===== src/rtl/nms_pkg.sv =====
// -----------------------------------------------------------------------------
// nms_pkg
// Shared definitions for the FAST-corner non-maximum suppression block:
//   TIE_STRICT / TIE_RASTER : tie-break mode selectors
//   win_idx(r, c, win)      : raster index of window element (r, c)
//   centre_idx(win)         : raster index of the window centre
//   win_legal(win)          : legal window sizes (3 and 5)
// -----------------------------------------------------------------------------
package nms_pkg;

  localparam int TIE_STRICT = 0;
  localparam int TIE_RASTER = 1;

  function automatic int win_idx(input int r, input int c, input int win);
    return r * win + c;
  endfunction

  function automatic int centre_idx(input int win);
    return win_idx(win / 2, win / 2, win);
  endfunction

  function automatic bit win_legal(input int win);
    return (win == 3) || (win == 5);
  endfunction

endpackage


===== src/rtl/nms_window_p_if.sv =====
// -----------------------------------------------------------------------------
// nms_window_p_if
// Bundles the window/coordinate input beat and the suppressed corner output
// beat of nms_window_p.
//   master : upstream window generator + downstream FIFO side
//   slave  : the nms_window_p block
// Inputs : valid_in, sof_in, iscorner, thr_in, x/y_coord_in, win_in
// Outputs: valid_out, corner_out, x/y_coord_out, corner_count
// -----------------------------------------------------------------------------
interface nms_window_p_if #(
  parameter int SCORE_W = 13,
  parameter int COORD_W = 10,
  parameter int WIN     = 3,
  parameter int CNT_W   = 16
);

  logic                       valid_in;
  logic                       sof_in;
  logic                       iscorner;
  logic [SCORE_W-1:0]         thr_in;
  logic [COORD_W-1:0]         x_coord_in;
  logic [COORD_W-1:0]         y_coord_in;
  logic [WIN*WIN*SCORE_W-1:0] win_in;

  logic                       valid_out;
  logic                       corner_out;
  logic [COORD_W-1:0]         x_coord_out;
  logic [COORD_W-1:0]         y_coord_out;
  logic [CNT_W-1:0]           corner_count;

  modport master (
    output valid_in, sof_in, iscorner, thr_in, x_coord_in, y_coord_in, win_in,
    input  valid_out, corner_out, x_coord_out, y_coord_out, corner_count
  );

  modport slave (
    input  valid_in, sof_in, iscorner, thr_in, x_coord_in, y_coord_in, win_in,
    output valid_out, corner_out, x_coord_out, y_coord_out, corner_count
  );

endinterface


===== src/rtl/nms_corner_counter.sv =====
// -----------------------------------------------------------------------------
// nms_corner_counter
// Per-frame saturating corner counter.
//   clk, rst_n : clock, asynchronous active-low reset
//   ce_i       : clock enable, counter holds when low
//   sof_i      : current beat starts a frame -> load (inc_i ? 1 : 0)
//   inc_i      : current beat is a corner -> +1, saturating at all-ones
//   count_o    : current count
// -----------------------------------------------------------------------------
module nms_corner_counter #(
  parameter int CNT_W = 16
) (
  input  logic             clk,
  input  logic             rst_n,
  input  logic             ce_i,
  input  logic             sof_i,
  input  logic             inc_i,
  output logic [CNT_W-1:0] count_o
);

  localparam logic [CNT_W-1:0] CNT_MAX = '1;

  logic [CNT_W-1:0] count_q, count_d;

  // NOTE: count_d is given its hold value first so every path assigns it and
  // no latch is inferred.
  always_comb begin
    count_d = count_q;
    if (sof_i) begin
      count_d = inc_i ? CNT_W'(1) : '0;
    end else if (inc_i && (count_q != CNT_MAX)) begin
      count_d = count_q + CNT_W'(1);
    end
  end

  always_ff @(posedge clk or negedge rst_n) begin
    if (!rst_n)    count_q <= '0;
    else if (ce_i) count_q <= count_d;
  end

  assign count_o = count_q;

endmodule


===== src/rtl/nms_window_p.sv =====
// -----------------------------------------------------------------------------
// nms_window_p
// Two-stage non-maximum suppression for the FAST corner pipeline.
//   clk  : clock, rising edge
//   rst  : asynchronous active-low reset
//   ce   : clock enable, whole pipeline holds when low
//   bus  : nms_window_p_if slave (window beat in, corner beat + count out)
// Stage 1 registers one "centre dominates neighbour" bit per neighbour plus
// the threshold/iscorner candidate flag; stage 2 AND-reduces them into
// corner_out and feeds the per-frame corner counter.
// -----------------------------------------------------------------------------
module nms_window_p
  import nms_pkg::*;
#(
  parameter int SCORE_W  = 13,
  parameter int COORD_W  = 10,
  parameter int WIN      = 3,
  parameter int TIE_MODE = TIE_STRICT,
  parameter int CNT_W    = 16
) (
  input  logic           clk,
  input  logic           rst,
  input  logic           ce,
  nms_window_p_if.slave  bus
);

  localparam int NW = WIN * WIN;
  localparam int C  = centre_idx(WIN);

  if (!win_legal(WIN)) begin : g_bad_win
    $error("nms_window_p: WIN must be 3 or 5");
  end
  if ((TIE_MODE != TIE_STRICT) && (TIE_MODE != TIE_RASTER)) begin : g_bad_tie
    $error("nms_window_p: TIE_MODE must be 0 or 1");
  end

  // ---------------------------------------------------------------- stage 1
  logic [SCORE_W-1:0] centre_score;
  logic [NW-1:0]      dom_d, dom_q;
  logic               cand_d, cand_q;
  logic               v1_q, s1_q;
  logic [COORD_W-1:0] x1_q, y1_q;

  assign centre_score = bus.win_in[C*SCORE_W +: SCORE_W];

  // dom_d[idx] = centre beats neighbour idx. In raster mode the centre wins
  // ties against neighbours that come after it in raster order, so only the
  // earliest equal score survives.
  for (genvar idx = 0; idx < NW; idx++) begin : g_cmp
    if (idx == C) begin : g_centre
      assign dom_d[idx] = 1'b1;
    end else begin : g_nb
      logic [SCORE_W-1:0] nb_score;
      assign nb_score = bus.win_in[idx*SCORE_W +: SCORE_W];
      if ((TIE_MODE == TIE_RASTER) && (idx > C)) begin : g_ge
        assign dom_d[idx] = (centre_score >= nb_score);
      end else begin : g_gt
        assign dom_d[idx] = (centre_score > nb_score);
      end
    end
  end

  assign cand_d = bus.valid_in & bus.iscorner & (centre_score >= bus.thr_in);

  // NOTE: state is updated with non-blocking assignments so every register
  // samples pre-edge values regardless of process ordering.
  always_ff @(posedge clk or negedge rst) begin
    if (!rst) begin
      dom_q  <= '0;
      cand_q <= 1'b0;
      v1_q   <= 1'b0;
      s1_q   <= 1'b0;
      x1_q   <= '0;
      y1_q   <= '0;
    end else if (ce) begin
      dom_q  <= dom_d;
      cand_q <= cand_d;
      v1_q   <= bus.valid_in;
      s1_q   <= bus.sof_in & bus.valid_in;
      x1_q   <= bus.x_coord_in;
      y1_q   <= bus.y_coord_in;
    end
  end

  // ---------------------------------------------------------------- stage 2
  logic               corner_d;
  logic               valid_q, corner_q;
  logic [COORD_W-1:0] x2_q, y2_q;

  assign corner_d = v1_q & cand_q & (&dom_q);

  always_ff @(posedge clk or negedge rst) begin
    if (!rst) begin
      valid_q  <= 1'b0;
      corner_q <= 1'b0;
      x2_q     <= '0;
      y2_q     <= '0;
    end else if (ce) begin
      valid_q  <= v1_q;
      corner_q <= corner_d;
      x2_q     <= x1_q;
      y2_q     <= y1_q;
    end
  end

  // The counter advances on the same edge that publishes the stage-2 beat, so
  // corner_count already includes the corner shown on corner_out.
  nms_corner_counter #(
    .CNT_W (CNT_W)
  ) u_cnt (
    .clk     (clk),
    .rst_n   (rst),
    .ce_i    (ce),
    .sof_i   (s1_q),
    .inc_i   (corner_d),
    .count_o (bus.corner_count)
  );

  assign bus.valid_out   = valid_q;
  assign bus.corner_out  = corner_q;
  assign bus.x_coord_out = x2_q;
  assign bus.y_coord_out = y2_q;

endmodule


===== src/flat_wrapper.sv =====
// flat-port wrapper written by rule: the top's interface ports become plain ports
module nms_window_p_flat import nms_pkg::*;
#(
  parameter int SCORE_W  = 13,
  parameter int COORD_W  = 10,
  parameter int WIN      = 3,
  parameter int TIE_MODE = TIE_STRICT,
  parameter int CNT_W    = 16
)
  (clk, rst, ce, bus_valid_in, bus_sof_in, bus_iscorner, bus_thr_in, bus_x_coord_in, bus_y_coord_in, bus_win_in, bus_valid_out, bus_corner_out, bus_x_coord_out, bus_y_coord_out, bus_corner_count);
  nms_window_p_if #(.SCORE_W(SCORE_W), .COORD_W(COORD_W), .WIN(WIN), .CNT_W(CNT_W)) bus_i ();
  input  logic clk;
  input  logic rst;
  input  logic ce;
  input wire logic [$bits(bus_i.valid_in)-1:0] bus_valid_in;
  input wire logic [$bits(bus_i.sof_in)-1:0] bus_sof_in;
  input wire logic [$bits(bus_i.iscorner)-1:0] bus_iscorner;
  input wire logic [$bits(bus_i.thr_in)-1:0] bus_thr_in;
  input wire logic [$bits(bus_i.x_coord_in)-1:0] bus_x_coord_in;
  input wire logic [$bits(bus_i.y_coord_in)-1:0] bus_y_coord_in;
  input wire logic [$bits(bus_i.win_in)-1:0] bus_win_in;
  output wire logic [$bits(bus_i.valid_out)-1:0] bus_valid_out;
  output wire logic [$bits(bus_i.corner_out)-1:0] bus_corner_out;
  output wire logic [$bits(bus_i.x_coord_out)-1:0] bus_x_coord_out;
  output wire logic [$bits(bus_i.y_coord_out)-1:0] bus_y_coord_out;
  output wire logic [$bits(bus_i.corner_count)-1:0] bus_corner_count;
  assign bus_i.valid_in = bus_valid_in;
  assign bus_i.sof_in = bus_sof_in;
  assign bus_i.iscorner = bus_iscorner;
  assign bus_i.thr_in = bus_thr_in;
  assign bus_i.x_coord_in = bus_x_coord_in;
  assign bus_i.y_coord_in = bus_y_coord_in;
  assign bus_i.win_in = bus_win_in;
  assign bus_valid_out = bus_i.valid_out;
  assign bus_corner_out = bus_i.corner_out;
  assign bus_x_coord_out = bus_i.x_coord_out;
  assign bus_y_coord_out = bus_i.y_coord_out;
  assign bus_corner_count = bus_i.corner_count;
  nms_window_p #(.SCORE_W(SCORE_W), .COORD_W(COORD_W), .WIN(WIN), .TIE_MODE(TIE_MODE), .CNT_W(CNT_W)) u_core (.clk(clk), .rst(rst), .ce(ce), .bus(bus_i));
endmodule

===== config.mk =====
export PLATFORM = sky130hd
export DESIGN_NAME = nms_window_p_flat
export DESIGN_NICKNAME = d
export VERILOG_FILES = /design/src/rtl/nms_pkg.sv /design/src/rtl/nms_window_p_if.sv /design/src/rtl/nms_corner_counter.sv /design/src/rtl/nms_window_p.sv /design/src/flat_wrapper.sv
export SDC_FILE = /design/constraint.sdc
export NUM_CORES = 1
export LEC_CHECK = 0
export ABC_AREA = 1
export CORE_ASPECT_RATIO = 1.75
export CORE_MARGIN = 2
export CORE_UTILIZATION = 35
export DETAILED_ROUTE_END_ITERATION = 8
export PLACE_DENSITY = 0.7
export SKIP_CTS_REPAIR_TIMING = 1
export SKIP_LAST_GASP = 1
export SYNTH_ARGS = -nofsm -noshare
export SYNTH_HDL_FRONTEND = slang
export SYNTH_SLANG_ARGS = --single-unit

===== constraint.sdc =====
create_clock -name clk -period 1.7 [get_ports clk]
set_input_delay 0.34 -clock clk [delete_from_list [all_inputs] [get_ports clk]]
set_output_delay 0.34 -clock clk [all_outputs]
set_load 0.05 [all_outputs]

== Word-level counts from Yosys, hierarchy flattened ==
Cells that the tools add are included.
Word-level totals
  output and inout bits: 38
  bits in registers: 70
  word-level logic and storage cells: 34
Cells by class
  add/subtract/negate cells: 1
  order comparisons: 9
  muxes and demuxes: 3
  eq/ne operators: 1
  reduce and logical (&&, ||, !) cells: 4
  bitwise logic cells: 5
Operators by type and width (count)
  $gt 13x13->1: 8
  $mux 16: 2
  $add 16x1->16 const B: 1
  $ne 16x16->1 const B: 1
  $ge 13x13->1: 1
  $reduce_and 9->1: 1
  $and 1x1->1: 5
  $reduce_and 2->1: 1
  $reduce_bool 2->1: 1
  $logic_and 1x1->1: 1
  $mux 1: 1

== Logic depth before layout (Yosys ltp) ==
  depth in word-level cells: 5
  gate-level depth with buffers: 11

== Hierarchy ==
A second synthesis with hierarchy kept.
Second synthesis, totals
  cells, all modules: 928
  area, all modules: 6318.6 um2
Modules (own cells, without submodules)
  nms_window_p: sequential area each 1351.3 um2, instances 1, area each 5212.5 um2, cells each 752
  nms_corner_counter: sequential area each 400.4 um2, instances 1, area each 1106.1 um2, cells each 176

== Worst setup path before layout ==
No wires, ideal clock.
  kind: reg2reg
  start point: reg u_core.u_cnt.count_q[1], in the netlist u_core.u_cnt.count_o[1]
  end point: reg u_core.u_cnt.count_q[13], in the netlist u_core.u_cnt.count_o[13]
  arrival: 1.830 ns
  clock period less this slack: 1.949 ns
  cell stages (with the launch flop): 12
  setup slack: -0.249 ns
  library setup time: 0.119 ns
  path through: dfrtp_1 -> ha_1 -> nand2_2 -> nor2_4 -> nand2_2 -> nor2_1 -> nand2_1 -> nand2_4 -> nand2_4 -> buf_6 -> nand2_1 -> nand2_1
Between the ends
  longest elaborated chain between the ends: 4
RTL lines
  start, declared: line nms_corner_counter.sv:23  | logic [CNT_W-1:0] count_q, count_d;
  start signal, assigned: line nms_corner_counter.sv:38  | else if (ce_i) count_q <= count_d;
  branches (longest 4 deep; another with $add 16x1->16)
Parallel ways; which one is timed is not known. The select of a mux whose other input is x is not followed.
A chain may end at the register's enable or synchronous reset.

== Final worst setup path ==
  start point: in bus_win_in[61]
  end point: reg u_core.dom_q[7]
Between the ends
  longest elaborated chain between the ends: 1
RTL lines
  start, declared: line flat_wrapper.sv:21  | input wire logic [$bits(bus_i.win_in)-1:0] bus_win_in;
  $gt 13x13->1: line nms_window_p.sv:58  | assign dom_d[idx] = (centre_score > nb_score);
  end signal, assigned: line nms_window_p.sv:76  | dom_q <= dom_d;
  end, declared: line nms_window_p.sv:39  | logic [NW-1:0] dom_d, dom_q;
Every way passes these cells.

==> impl_metrics.toml <==
[placement]
place_area_mm2 = 0.00875
gp_congestion = 0.906
dp_cells = 1336
pre_cts_slack_ns = -0.514
numPortBuffers = 193
dp_hpwl_mm = 15.7

[setup_path]
crit_chain = "clkdlybuf4s50_1, buf_4, ha_1, nand2_1, nor3_4, buf_4, a21oi_1, nand2_1, nand2_1"
cp_common_cell = "nand2_1"
r2r_setup_slack_ns = 0.13
critPathSlowestCell = "clkdlybuf4s50_1"
startpoint = "bus_win_in[61]"
cp_top_family = "buffers and inverters"
worstRegToRegCells = 10
endpoint_kind = "flop"
crit_required_ns = 1.92
r2r-start = "u_core.u_cnt.count_o[0]"
cpPeakStageDelay_ns = 0.42
cp-start-kind = "input port"
crit_fanout = 7
crit_type = "in2reg"
worstPathArrival_ns = 1.91
cp.depth = 9
timing.rr.end = "u_core.u_cnt.count_o[10]"
crit_buf_inv = 3

[detailed_routing]
remaining_drc_errors = 0
dr_total_vias = 6437
drt-met1-wl_mm = 6.95
drt_wl_total_mm = 19.3
routed-wl-met3_um = 739
top_layer_used = "met4"
route.met2.wl_mm = 10.9
wl_per_cell_um = 14.2
avgViaCountPerCell = 4.74
dr.pass1.iters = 4
ant_nets = 0
dr.first_iter.drc_count = 196

[sta]
setup_viol = 0
fin_skew_ns = 0.00810
worst_slew_pin_slew_ns = 0.413
finalCriticalPeriod_ns = 1.70
rsz0062_at_grt = "true"
setup_slack_ns = 0.00401
finalCritPeriodShare_pct = 99.8
hold_viol = 0
slew-limit-headroom_pct = 72.4
slew_viol_final = 0
fmax_mhz = 590

[floorplan]
io_pins = 194
die-area_mm2 = 0.0188
fp.dieH_um = 180
start_util_pct = 35.5
coreArea_mm2 = 0.0174
rows = 64
die_x_um = 104

[layout]
nets = 1394
area_growth_syn_to_layout_pct = 51.2
post-route-cell-area_mm2 = 0.00933
instances_no_fill = 1358
drive_above_1_share_pct = 14.0

[grt]
grt_pass1_wl_mm = 30.8
grt_pass1_vias = 6571
grt-ovfl-total = 0
grt_usage_pct = 20.5
antenna_found_initial = 2
grt_max_degree = 71

[min_path]
hp-class = "in2async"

[logic_synthesis]
ys_warn_count = 0
synth.net_count = 1156
synth_seq_area_share_pct = 28.4
syn_area_per_cell_um2 = 7.00
ys_ff_latch = 70
ys_types = 28
postSynthCellCount = 882
synthesis.area_mm2 = 0.00617

[clocking]
htreeDepth = 3
root_buffer = "clkbuf_16"
clock-sinks = 70
cts_tree = "built"
cts_inserted_buffers = 9
insertion_delay_ns = 0.33
clk_pin_slew_ns = 0.06
cts_buffer_depth = 2

[pwr]
power_mw = 5.93
powerDensity_mw_per_mm2 = 636
vdd_drop_max_mv = 0.483
p_leak_nw = 4.96

[flow_run]
drv_cap = 0

[outcome]
status = "completed"
==> cell usage after synthesis <==
library cell  number  area, µm²
clkbuf_1          14       52.6
and2_1             3       18.8
nand2_4            2       22.5
nor2_1            56        210
xor2_1             4       35.0
buf_4              1       7.51
o21ai_1            5       25.0
nand2_1          270       1010
inv_2              3       11.3
nand3b_1           1       7.51
ha_1             118       1480
nor2_2             1       6.26
xnor2_1            1       8.76
o21bai_1           4       30.0
and3_1             1       6.26
nand4_1           18        113
inv_1            159        597
or2_2              1       6.26
nand2_2            2       12.5
buf_6              1       11.3
a31oi_1            3       18.8
nand3_1           31        155
nor3b_1            1       7.51
a21oi_1           57        285
dfrtp_1           70       1750
o21ai_0           46        230
nor3_1             8       40.0
nor2_4             1       11.3
==> power breakdown <==
group / internal [mW] / switching (mW) / total [mW] / leakage, nW
Clock: 1.28 / 0.709 / 1.99 / 0.152
Sequential: 1.82 / 0.0934 / 1.91 / 0.871
Combinational: 0.933 / 1.09 / 2.03 / 3.93
==> flip-flops by register name, indices dropped and copies added (netlist names) <==
signal                  count
u_core.u_cnt.count_o       16
u_core.bus.x_coord_out     10
u_core.bus.y_coord_out     10
u_core.x1_q                10
u_core.y1_q                10
u_core.dom_q                9
u_core.bus.corner_out       1
u_core.bus.valid_out        1
u_core.cand_q               1
u_core.s1_q                 1
u_core.v1_q                 1
==> through the flow <==
stage	util, %	setup TNS, ns	hold WS, ns
after floorplan	-	0	0.0444
after detailed placement	50.4	-3.71	0.385
after global placement	50.4	-3.54	0.383
final	53.7	0	0.00932
after CTS	52.2	-0.658	0.0294
after global routing	53.7	-0.0528	0.0434
==> metal layers <==
layer  GRT usage [%]  vias up
met5               0        -
met4            9.46        0
met1            20.2     2922
li1                -     3284
met2            41.2      192
met3            2.57       39
==> worst max-delay path by stage <==
stage	end	slack (ns)
after floorplan	u_core.u_cnt.count_o[13]	0.005
after global placement	u_core.dom_q[7]	-0.49
after detailed placement	u_core.dom_q[7]	-0.51
after CTS	u_core.dom_q[7]	-0.17
after global routing	u_core.dom_q[7]	-0.04
final	u_core.dom_q[7]	0.004
==> cell type report <==
cell class | instances | area, µm²
Timing Repair Buffer | 243 | 2390
Clock buffer | 10 | 229
Fill cell | 1649 | 8050
Inverter | 162 | 608
Tap cell | 231 | 289
Multi-Input combinational cell | 634 | 3960
Antenna cell | 2 | 5.00
Sequential cell | 70 | 1760
Clock inverter | 6 | 86.3
==> worst reg2reg max path, delay by kind of cell, from the launching register on <==
kind,cells,cell delay [ns]
fa+ha+maj,1,0.18
buf+inv,1,0.18
flops,1,0.40
simple gates,8,0.75
==> layout by cell type (no fill, tap or decap), types with 3 or more instances in the layout <==
cell type	n
clkdlybuf4s50_1	144
inv_2	3
nor3_1	3
o21ai_0	40
o21bai_1	4
o21ai_1	11
nand2_2	8
ha_4	9
a21oi_1	49
buf_12	13
nand2_1	264
a31oi_1	3
nand4_1	18
dlymetal6s2s_1	9
inv_1	159
buf_4	73
nor3_2	4
nand3_1	31
a21oi_2	8
xor2_1	4
dfrtp_2	9
nor2_2	4
clkbuf_16	9
ha_1	109
dfrtp_1	61
nor2_1	52
==> cells by family (layout without fill, tap and decap cells) <==
logic type,after synthesis,count (layout),synth area share [%]
adder cells (fa/ha/maj),118,118,23.9
other,0,2,0
AO/OA/AOI/OAI,115,115,9.55
XOR/XNOR,5,5,0.710
AND/OR/NAND/NOR,396,396,26.4
buffers and inverters,178,421,11.0
flip-flops,70,70,28.4
No activity file was read; power rests on OpenSTA's default activity.
